## config.mk

```make
export PLATFORM = sky130hd
export DESIGN_NAME = nv_nvdla_mcif_read_ig_wrr_arb
export DESIGN_NICKNAME = d
export VERILOG_FILES = /design/src/rtl/nv_nvdla_mcif_read_ig_pkg.sv /design/src/rtl/nv_nvdla_mcif_rr_pick.sv /design/src/rtl/nv_nvdla_mcif_read_ig_wrr_arb.sv
export SDC_FILE = /design/constraint.sdc
export NUM_CORES = 1
export LEC_CHECK = 0
export ABC_AREA = 0
export CAP_MARGIN = 30
export CORE_AREA = 2 2 362 364
export CTS_CLUSTER_DIAMETER = 40
export DETAILED_ROUTE_END_ITERATION = 12
export DIE_AREA = 0 0 364 366
export SKIP_CTS_REPAIR_TIMING = 1
export SLEW_MARGIN = 10
export SYNTH_ARGS = -nofsm -noshare
export SYNTH_HDL_FRONTEND = slang
export SYNTH_SLANG_ARGS = --single-unit
```

## constraint.sdc

```tcl
create_clock -name nvdla_core_clk -period 9.5 [get_ports nvdla_core_clk]
set_input_delay 0.95 -clock nvdla_core_clk [delete_from_list [all_inputs] [get_ports nvdla_core_clk]]
set_output_delay 0.95 -clock nvdla_core_clk [all_outputs]
set_load 0.005 [all_outputs]
```

## src/rtl/nv_nvdla_mcif_read_ig_pkg.sv

```systemverilog
// Shared defaults for the MCIF read ingress arbiter slice.
// Also names the read client slots by their arbiter source index.
package nv_nvdla_mcif_read_ig_pkg;

    localparam int NUM_SRC_DEF = 10;
    localparam int PD_W_DEF    = 75;
    localparam int WT_W_DEF    = 8;
    localparam int ID_W_DEF    = 4;

    localparam int SRC_CDMA_DAT = 0;
    localparam int SRC_CDMA_WT  = 1;
    localparam int SRC_SDP      = 2;
    localparam int SRC_SDP_B    = 3;
    localparam int SRC_SDP_N    = 4;
    localparam int SRC_SDP_E    = 5;
    localparam int SRC_PDP      = 6;
    localparam int SRC_CDP      = 7;
    localparam int SRC_RBK      = 8;
    localparam int SRC_BDMA     = 9;

endpackage

```

## src/rtl/nv_nvdla_mcif_rr_pick.sv

```systemverilog
// Rotating-priority find-first: the first set request strictly after ptr wins,
// wrapping at NUM_SRC. Purely combinational.
module nv_nvdla_mcif_rr_pick
    import nv_nvdla_mcif_read_ig_pkg::*;
#(
    parameter int NUM_SRC = NUM_SRC_DEF,
    parameter int ID_W    = ID_W_DEF
) (
    input  logic [NUM_SRC-1:0] req,
    input  logic [ID_W-1:0]    ptr,
    output logic [NUM_SRC-1:0] gnt,
    output logic [ID_W-1:0]    gnt_idx,
    output logic               gnt_vld
);

    logic [2*NUM_SRC-1:0] req_rot;
    logic [ID_W:0]        off;
    logic [ID_W:0]        sum;
    logic                 found;

    always_comb begin
        // Rotating a doubled vector puts source ptr+1 at bit 0.
        req_rot = {req, req} >> ({1'b0, ptr} + 1'b1);
        off     = '0;
        found   = 1'b0;
        for (int k = 0; k < NUM_SRC; k++) begin
            if (!found && req_rot[k]) begin
                found = 1'b1;
                off   = (ID_W+1)'(k);
            end
        end
        sum = {1'b0, ptr} + 1'b1 + off;
        if (sum >= (ID_W+1)'(NUM_SRC)) begin
            sum = sum - (ID_W+1)'(NUM_SRC);
        end
        gnt_vld = |req;
        gnt_idx = sum[ID_W-1:0];
        gnt     = gnt_vld ? (NUM_SRC'(1) << gnt_idx) : '0;
    end

endmodule

```

## src/rtl/nv_nvdla_mcif_read_ig_wrr_arb.sv

```systemverilog
// Weighted round-robin arbiter for the MCIF read ingress path: one grant per
// cycle into a single registered output beat, per-source credits refilled from CSR weights.
module nv_nvdla_mcif_read_ig_wrr_arb
    import nv_nvdla_mcif_read_ig_pkg::*;
#(
    parameter int NUM_SRC = NUM_SRC_DEF,
    parameter int PD_W    = PD_W_DEF,
    parameter int WT_W    = WT_W_DEF,
    parameter int ID_W    = ID_W_DEF
) (
    input  logic                    nvdla_core_clk,
    input  logic                    nvdla_core_rst,
    input  logic [NUM_SRC-1:0]      src_vld,
    input  logic [NUM_SRC*PD_W-1:0] src_pd,
    output logic [NUM_SRC-1:0]      src_rdy,
    input  logic [NUM_SRC*WT_W-1:0] cfg_weight,
    output logic                    arb_out_vld,
    output logic [PD_W-1:0]         arb_out_pd,
    output logic [ID_W-1:0]         arb_out_id,
    input  logic                    arb_out_rdy
);

    logic [NUM_SRC-1:0][WT_W-1:0] weight;
    logic [NUM_SRC-1:0][WT_W-1:0] credit;
    logic [NUM_SRC-1:0][WT_W-1:0] credit_nxt;
    logic [NUM_SRC-1:0]           eligible;
    logic [NUM_SRC-1:0]           has_cred;
    logic [NUM_SRC-1:0]           cand;
    logic [NUM_SRC-1:0]           gnt_oh;
    logic [ID_W-1:0]              gnt_idx;
    logic [ID_W-1:0]              last_gnt;
    logic                         gnt_any;
    logic                         slot_free;
    logic                         refill;
    logic                         grant;
    logic [PD_W-1:0]              pd_sel;

    logic                         vld_p1;
    logic [PD_W-1:0]              pd_p1;
    logic [ID_W-1:0]              id_p1;

    assign weight = cfg_weight;

    // Stage p0: eligibility, credit-based candidate selection and pick
    always_comb begin
        eligible  = '0;
        has_cred  = '0;
        slot_free = !vld_p1 || arb_out_rdy;
        for (int i = 0; i < NUM_SRC; i++) begin
            eligible[i] = src_vld[i] && (weight[i] != '0);
            has_cred[i] = eligible[i] && (credit[i] != '0);
        end
        refill = slot_free && (|eligible) && !(|has_cred);
        cand   = (|has_cred) ? has_cred : eligible;
    end

    nv_nvdla_mcif_rr_pick #(
        .NUM_SRC (NUM_SRC),
        .ID_W    (ID_W)
    ) u_pick (
        .req     (cand),
        .ptr     (last_gnt),
        .gnt     (gnt_oh),
        .gnt_idx (gnt_idx),
        .gnt_vld (gnt_any)
    );

    always_comb begin
        grant      = slot_free && gnt_any && !nvdla_core_rst;
        src_rdy    = grant ? gnt_oh : '0;
        pd_sel     = '0;
        credit_nxt = credit;
        for (int i = 0; i < NUM_SRC; i++) begin
            if (gnt_oh[i]) begin
                pd_sel = src_pd[i*PD_W +: PD_W];
            end
            // A refill round reloads every source, charging the winner its beat.
            if (refill) begin
                credit_nxt[i] = weight[i] - ((grant && gnt_oh[i]) ? WT_W'(1) : WT_W'(0));
            end else if (grant && gnt_oh[i]) begin
                credit_nxt[i] = credit[i] - WT_W'(1);
            end
        end
    end

    // Stage p1: registered output beat
    always_ff @(posedge nvdla_core_clk) begin
        if (nvdla_core_rst) begin
            vld_p1   <= 1'b0;
            pd_p1    <= '0;
            id_p1    <= '0;
            last_gnt <= ID_W'(NUM_SRC - 1);
            credit   <= '0;
        end else begin
            credit <= credit_nxt;
            if (slot_free) begin
                vld_p1 <= grant;
            end
            if (grant) begin
                pd_p1    <= pd_sel;
                id_p1    <= gnt_idx;
                last_gnt <= gnt_idx;
            end
        end
    end

    assign arb_out_vld = vld_p1;
    assign arb_out_pd  = pd_p1;
    assign arb_out_id  = id_p1;

endmodule

```

# [Word-level counts from Yosys, hierarchy flattened]
# Index checks and enable logic that the tools add are counted.
[word_totals] reg_bits=164 input_bits=843 out_inout_bits=90 elab_cells=191
[op_classes] add_sub_neg=23 n_lt_le_gt_ge=1 n_shift=2 muxes=62 n_reduce_logical=89
[ops] cell="75-bit two-way mux" n=10
[ops] cell="8-bit two-way mux" n=20
[ops] cell="8-bit nonzero test" n=20
[ops] cell="8-bit by 1-bit subtractor with 8-bit output" n=10
[ops] cell="8-bit by 1-bit subtractor with 8-bit output, second input constant" n=10
[ops] cell="1-bit logical AND" n=43
[ops] cell="10-bit two-way mux" n=3
[ops] cell="10-bit OR reduction" n=3
[ops] cell="1-bit two-way mux" n=20
[ops] cell="2-bit nonzero test" n=10
[ops] cell="20-bit by 5-bit >> shifter with 10-bit output" n=1
[ops] cell="1-bit zero test" n=12
[ops] cell="3-bit two-way mux" n=4
[ops] cell="4-bit two-way mux" n=3
[ops] cell="1-bit by 4-bit left shift with 10-bit output, first input constant" n=1
[ops] cell="4-bit by 1-bit adder with 5-bit output, second input constant" n=1
[ops] cell="5-bit by 4-bit adder with 5-bit output" n=1
[ops] cell="5-bit by 4-bit >= comparator with 1-bit output, second input constant" n=1
[ops] cell="2-bit two-way mux" n=2
[ops] cell="4-bit subtractor, second input constant" n=1
[ops] cell="1-bit logical OR" n=1

# [Depth between registers and ports, before layout]
[logic_depth] ltp_word=49 ltp_mapped=34

# [By module]
# From an unflattened synthesis, not the netlist that was laid out.
[unflattened] cells_unflattened=2453 hier_area_um2=17668.2
[modules_own_cells] module="nv_nvdla_mcif_read_ig_wrr_arb" instances=1 cells_each=2293 area_each_um2=16313.1
[modules_own_cells] module="nv_nvdla_mcif_rr_pick" instances=1 cells_each=160 area_each_um2=1355.0

# [Worst setup path after synthesis]
# Ideal clock, no wire load.
[synth_timing] path_type="input to register" start="input cfg_weight[13]" end="register credit[70] in the netlist's numbering" setup_time_ns=0.086 t_arrival_ns=7.718 t_required_ns=9.414 slack_ns=1.696 stages=29 path_buffers=4 cell_sequence="nor4_1 a21boi_0 a222oi_1 nand2_1 clkbuf_1 o31ai_1 a21oi_1 o311ai_0 a31o_2 o2111ai_1 a31oi_1 a2bb2oi_1 ha_1 fa_1 ha_1 buf_1 o31ai_1 o22ai_1 or2_2 clkbuf_1 nor3_2 clkbuf_1 ha_1 ha_1 nand2b_1 nor4_1 xor2_1 nor2_1 a211oi_1"
[synth_via] elab_chain_cells=43
[synth_rtl] element="start: declaration" line_no="nv_nvdla_mcif_read_ig_wrr_arb.sv:16" rtl="input logic [NUM_SRC*WT_W-1:0] cfg_weight,"
[synth_rtl] element="8-bit nonzero test (*)" line_no="nv_nvdla_mcif_read_ig_wrr_arb.sv:50" rtl="eligible[i] = src_vld[i] && (weight[i] != '0);"
[synth_rtl] element="1-bit logical AND (*)" line_no="nv_nvdla_mcif_read_ig_wrr_arb.sv:50"
[synth_rtl] element="1-bit logical AND" line_no="nv_nvdla_mcif_read_ig_wrr_arb.sv:51" rtl="has_cred[i] = eligible[i] && (credit[i] != '0);"
[synth_rtl] element="10-bit OR reduction" line_no="nv_nvdla_mcif_read_ig_wrr_arb.sv:53, nv_nvdla_mcif_read_ig_wrr_arb.sv:54"
[synth_rtl] element="10-bit two-way mux" line_no="nv_nvdla_mcif_read_ig_wrr_arb.sv:54" rtl="cand = (|has_cred) ? has_cred : eligible;"
[synth_rtl] element="20-bit by 5-bit >> shifter with 10-bit output" line_no="nv_nvdla_mcif_rr_pick.sv:23" rtl="req_rot = {req, req} >> ({1'b0, ptr} + 1'b1);"
[synth_rtl] element="1-bit two-way mux" line_no="nv_nvdla_mcif_rr_pick.sv:27" rtl="if (!found && req_rot[k]) begin"
[synth_rtl] element="1-bit zero test" line_no="nv_nvdla_mcif_rr_pick.sv:27"
[synth_rtl] element="[27 not listed]"
[synth_rtl] element="4-bit subtractor or 5-bit by 4-bit >= comparator with 1-bit output (tied branches)" line_no="nv_nvdla_mcif_rr_pick.sv:34, nv_nvdla_mcif_rr_pick.sv:33"
[synth_rtl] element="4-bit two-way mux" line_no="nv_nvdla_mcif_rr_pick.sv:33" rtl="if (sum >= (ID_W+1)'(NUM_SRC)) begin"
[synth_rtl] element="1-bit by 4-bit left shift with 10-bit output" line_no="nv_nvdla_mcif_rr_pick.sv:38" rtl="gnt = gnt_vld ? (NUM_SRC'(1) << gnt_idx) : '0;"
[synth_rtl] element="10-bit two-way mux" line_no="nv_nvdla_mcif_rr_pick.sv:38"
[synth_rtl] element="1-bit logical AND" line_no="nv_nvdla_mcif_read_ig_wrr_arb.sv:79, nv_nvdla_mcif_read_ig_wrr_arb.sv:80"
[synth_rtl] element="1-bit two-way mux" line_no="nv_nvdla_mcif_read_ig_wrr_arb.sv:79" rtl="credit_nxt[i] = weight[i] - ((grant && gnt_oh[i]) ? WT_W'(1) : WT_W'(0));"
[synth_rtl] element="8-bit by 1-bit subtractor with 8-bit output" line_no="nv_nvdla_mcif_read_ig_wrr_arb.sv:79"
[synth_rtl] element="8-bit two-way mux" line_no="nv_nvdla_mcif_read_ig_wrr_arb.sv:78" rtl="if (refill) begin"
[synth_rtl] element="end signal: assignment" line_no="nv_nvdla_mcif_read_ig_wrr_arb.sv:95" rtl="credit <= credit_nxt;"
[synth_rtl] element="end: declaration" line_no="nv_nvdla_mcif_read_ig_wrr_arb.sv:24" rtl="logic [NUM_SRC-1:0][WT_W-1:0] credit;"
# Every way passes the cells marked *; elsewhere a longest branch is shown, timed or not.
# A chain may end at the register's enable or synchronous reset.

# [Worst setup path in the final report]
[layout_timing] start="input cfg_weight[34]" end="output src_rdy[5]"
[layout_via] elab_chain_cells=40
[layout_rtl] element="8-bit nonzero test (*)" line_no="nv_nvdla_mcif_read_ig_wrr_arb.sv:50"
[layout_rtl] element="1-bit logical AND (*)" line_no="nv_nvdla_mcif_read_ig_wrr_arb.sv:50"
[layout_rtl] element="1-bit logical AND" line_no="nv_nvdla_mcif_read_ig_wrr_arb.sv:51"
[layout_rtl] element="10-bit OR reduction" line_no="nv_nvdla_mcif_read_ig_wrr_arb.sv:54"
[layout_rtl] element="10-bit two-way mux (*)" line_no="nv_nvdla_mcif_read_ig_wrr_arb.sv:54"
[layout_rtl] element="20-bit by 5-bit >> shifter with 10-bit output" line_no="nv_nvdla_mcif_rr_pick.sv:23"
[layout_rtl] element="1-bit two-way mux" line_no="nv_nvdla_mcif_rr_pick.sv:27"
[layout_rtl] element="1-bit zero test" line_no="nv_nvdla_mcif_rr_pick.sv:27"
[layout_rtl] element="[24 not listed]"
[layout_rtl] element="1-bit logical AND" line_no="nv_nvdla_mcif_rr_pick.sv:27"
[layout_rtl] element="4-bit two-way mux" line_no="nv_nvdla_mcif_rr_pick.sv:27"
[layout_rtl] element="5-bit by 4-bit adder with 5-bit output" line_no="nv_nvdla_mcif_rr_pick.sv:32" rtl="sum = {1'b0, ptr} + 1'b1 + off;"
[layout_rtl] element="4-bit subtractor or 5-bit by 4-bit >= comparator with 1-bit output (tied branches)" line_no="nv_nvdla_mcif_rr_pick.sv:34, nv_nvdla_mcif_rr_pick.sv:33"
[layout_rtl] element="4-bit two-way mux" line_no="nv_nvdla_mcif_rr_pick.sv:33"
[layout_rtl] element="1-bit by 4-bit left shift with 10-bit output" line_no="nv_nvdla_mcif_rr_pick.sv:38"
[layout_rtl] element="10-bit two-way mux" line_no="nv_nvdla_mcif_rr_pick.sv:38"
[layout_rtl] element="10-bit two-way mux (*)" line_no="nv_nvdla_mcif_read_ig_wrr_arb.sv:70" rtl="src_rdy = grant ? gnt_oh : '0;"
[layout_rtl] element="end: declaration" line_no="nv_nvdla_mcif_read_ig_wrr_arb.sv:15" rtl="output logic [NUM_SRC-1:0] src_rdy,"
# Marks and branches as above.

==> results.md <==
- The total I/O pin count is 933.
- In this run the worst hold path is classified as flop to flop.
- Synthesis handed over a netlist of 1958 instances.
- The number of design rule violations left after detail routing is 0.
- The first-pass GRT wire length is 187100 µm.
- Across all layers, the routed design uses 21233 vias.
- The critical register-to-register path startpoint is credit[18]$_SDFFE_PP0P_.
- The floorplan step set the die height to 366 µm.
- The pin count of the biggest net entering global routing is 83.
- The critical path start-end classification is primary input to output port.
- The most used flip-flop cell after synthesis is dfxtp_1.
- The critical path goes through clkdlybuf4s50_1 -> or4_1 -> o21ai_0 -> buf_4 -> a2bb2oi_1 -> nand4_1 -> buf_4 -> o311a_1 -> o311ai_0 -> a31o_2 -> o2111ai_1 -> a31oi_1 -> a2bb2oi_1 -> ha_4 -> fa_1 -> ha_1 -> nand2_1 -> a311oi_2 -> a211oi_1 -> nand4_1 -> nor2_2 -> clkdlybuf4s50_1.
- Dividing the detail-routed via count by the number of cells gives 4.566.
- The average size of a mapped cell is 7.266 µm².
- The Yosys step of the flow raised 0 warnings.
- The library cell used as clock root buffer is clkbuf_16.
- The stage delay of the slowest cell on the critical path is 600 ps.
- For the pin with the worst max-slew slack, the measured transition is 959.3 ps.
- The floorplan step set the die width to 364 µm.
- The area of the mapped netlist is 14230 µm².
- The endpoint identified for the worst register-to-register timing path is credit[63]$_SDFFE_PP0P_.
- The initial detailed-routing violation count is 1956.
- The count of pins over their slew limit was 0.
- The net count reported at finish is 3730.
- The critical path starts at cfg_weight[34].
- The number of buffers and inverters on the critical path is 4.
- Data on the critical path is required at its endpoint by 8550 ps.
- The via count of the first global-routing pass is 20794.
- The largest individual stage delay along the critical path comes from the cell or4_1.
- STA classifies the critical path endpoint as an output port.
- The synthesized net count is 2837.
- The core region is 129000 µm².
- The synthesized design contains 162 register bits.
- The filler cells instantiated in the layout total 14441.
- The CTS tree is yes.
- The worst slew margin relative to its limit is 36.05%.
- The tool flagged a number of max-cap violations equal to 0.
- The data arrival at the endpoint of the critical path is 8050 ps.
- The count of H-tree levels built during CTS is 4.
- For this configuration, the core starts out at a cell density of 11.03%.
- The number of setup violations in the final report is 0.
- The number of clock buffers added by TritonCTS is 17.
- The largest fanout on the critical path is 12.
- The top cell type by total area after synthesis is dfxtp_1.
- The sequential cell area fraction in the yosys report is 22.80%.
- The die covers 133200 µm².
- The congestion estimate from routability-driven global placement came to 1.135.
- The flow ran to the end, and the final reports show no timing, DRC or antenna violations.
- The number of input and output port buffers inserted is 932.
- The clock tree skew after final layout is 26.23 ps.
- The maximum clock path buffer count is 2.
- The row count is 132.
- After detailed routing, the total wire length is 144500 µm.
- The depth of the most critical reg-to-reg path is 30.
- The count of final hold-check violations came to 0.
- Dividing the final minimum period by the clock period gives 94.71%.
- The number of cells on the worst hold path is 1.
- The capturing element of the worst setup path is src_rdy[5].
- The count of nets left with antenna violations once routing finished came out at 0.
- The routed wire length per instance is 31.07 µm.
- The number of antenna violations at the first check in global routing is 121.
- Counting every sink on the clock net gives 162.
- For the worst-skew pair, the clock arrives at the later sink with an insertion delay of 540 ps.
- By count the netlist is led by nor2_1, nand2_1, dfxtp_1.
- The async set-or-reset flop fraction in the synthesized netlist is 0%.
- The smallest clock period supported by the final layout is computed as 8998 ps.
- In the post-synthesis netlist, the cell with the most instances is nor2_1.
- The gate family responsible for the most delay along the worst path is compound AO/OA/AOI/OAI gates.
- In the global route stage, overall resource usage came out at 20.88%.
- The accumulated negative setup slack is 0 ps.
- For this run the aggregate overflow at the end of global routing stands at 0.
- Setup repair after global routing left no endpoint under its margin.
- The pre-antenna-repair detailed-routing pass consisted of 6 iterations.
- After synthesis, the largest area contributor takes up 22.80% of total cell area.
- The clock-pin slew of the registers on the worst-case setup and hold paths is 80 ps.
- The reg-to-reg setup timing slack is 1340 ps.
- The half-perimeter wire length after detailed placement is 121900 µm.
- The synthesis-to-finish area growth is 89.39%.
- In the post-synthesis netlist, the biggest area contributors are dfxtp_1, nor2_1, o22ai_1.
- The number of enable flip-flop cells after synthesis is 0.
- The distinct cell type count of the synthesized netlist is 77.
- Timing would allow up to 111.1 MHz.
- Cells with a size suffix above 1 make up 6.809% of the layout.
- The critical path crosses 22 cells after its start point.
- The worst setup path is launched from a primary input.
placed cells by master, fill, tap and decap left out, types with 42 or more instances in the layout:
cell / count
a211oi_1: 70
a21oi_1: 138
a221oi_1: 58
a222oi_1: 42
a22oi_1: 104
buf_4: 94
clkdlybuf4s50_1: 931
dfxtp_1: 162
diode_2: 44
inv_1: 62
nand2_1: 177
nor2_1: 235
o21ai_0: 43
o22ai_1: 139
o41ai_1: 50
xnor2_1: 74
xor2_1: 51
stage by stage:
step / std cells / hold slack, ps / setup WS [ps] / utilization (%) / area (µm²)
finish: 4650 / 466.3 / 502.2 / 20.89 / 26940
global route: 4636 / 496.3 / 3.098 / 20.86 / 26910
CTS: 4605 / 469.2 / 271.1 / 20.77 / 26790
detailed placement: 4573 / 446.2 / 237.7 / 20.31 / 26190
global placement: 4569 / 441.0 / 181.4 / 20.26 / 26130
floorplan: 1958 / 450.7 / 1696 / - / 14230
final cells by class:
cell class                      instances  area [µm²]  share of cell area, %
Tap cell                             1742        2180                  8.090
Multi-Input combinational cell       1569       10300                  38.24
Inverter                               64       240.2                 0.8916
Clock inverter                         14       160.2                 0.5944
Antenna cell                           44       110.1                 0.4087
Clock buffer                           18       439.2                  1.630
Sequential cell                       162        3243                  12.04
Timing Repair Buffer                 1037       10270                  38.11
metal layers:
metal	vias up	share of wire, %	global-route usage, %
li1	9411	-	-
met1	10192	38	23.85
met2	1244	45	33.48
met3	306	11	9.142
met4	80	4.8	9.224
met5	-	0.35	0
flip-flops by register name, indices dropped and copies added, names as in the netlist:
register	flops
last_gnt	4
arb_out_id	2
arb_out_pd	75
arb_out_vld	1
credit	80
cells by family after synthesis:
family,synth area share (%)
adder cells (fa/ha/maj),3.219
XOR/XNOR,7.696
multiplexers,1.416
AND/OR/NAND/NOR,20.82
buffers and inverters,6.192
flip-flops,22.80
AO/OA/AOI/OAI,37.86
worst register-to-register path: cells and delay by family, from the launching register on:
kind                       cells  cell delay (ps)
xor gates and xnor gates       2              500
buffers and inverters          4              880
adders and majority gates      4             1140
AOI/OAI and AO/OA              9             2240
and+or+nand+nor               11             2910
DFF                            1              370
worst min-delay path by stage:
stage	startpoint	to	slack (ps)
2_1_floorplan	arb_out_pd[73]$_SDFFE_PP0P_	arb_out_pd[73]$_SDFFE_PP0P_	450
6_report	arb_out_pd[73]$_SDFFE_PP0P_	arb_out_pd[73]$_SDFFE_PP0P_	470
3_5_place_dp	arb_out_pd[73]$_SDFFE_PP0P_	arb_out_pd[73]$_SDFFE_PP0P_	450
5_1_grt	arb_out_pd[73]$_SDFFE_PP0P_	arb_out_pd[73]$_SDFFE_PP0P_	500
3_3_place_gp	arb_out_pd[73]$_SDFFE_PP0P_	arb_out_pd[73]$_SDFFE_PP0P_	440
4_1_cts	arb_out_pd[73]$_SDFFE_PP0P_	arb_out_pd[73]$_SDFFE_PP0P_	470
Power is left out: the tool's default activity adds up to more than one toggle a clock period on the data nets, which glitch-free logic cannot reach.
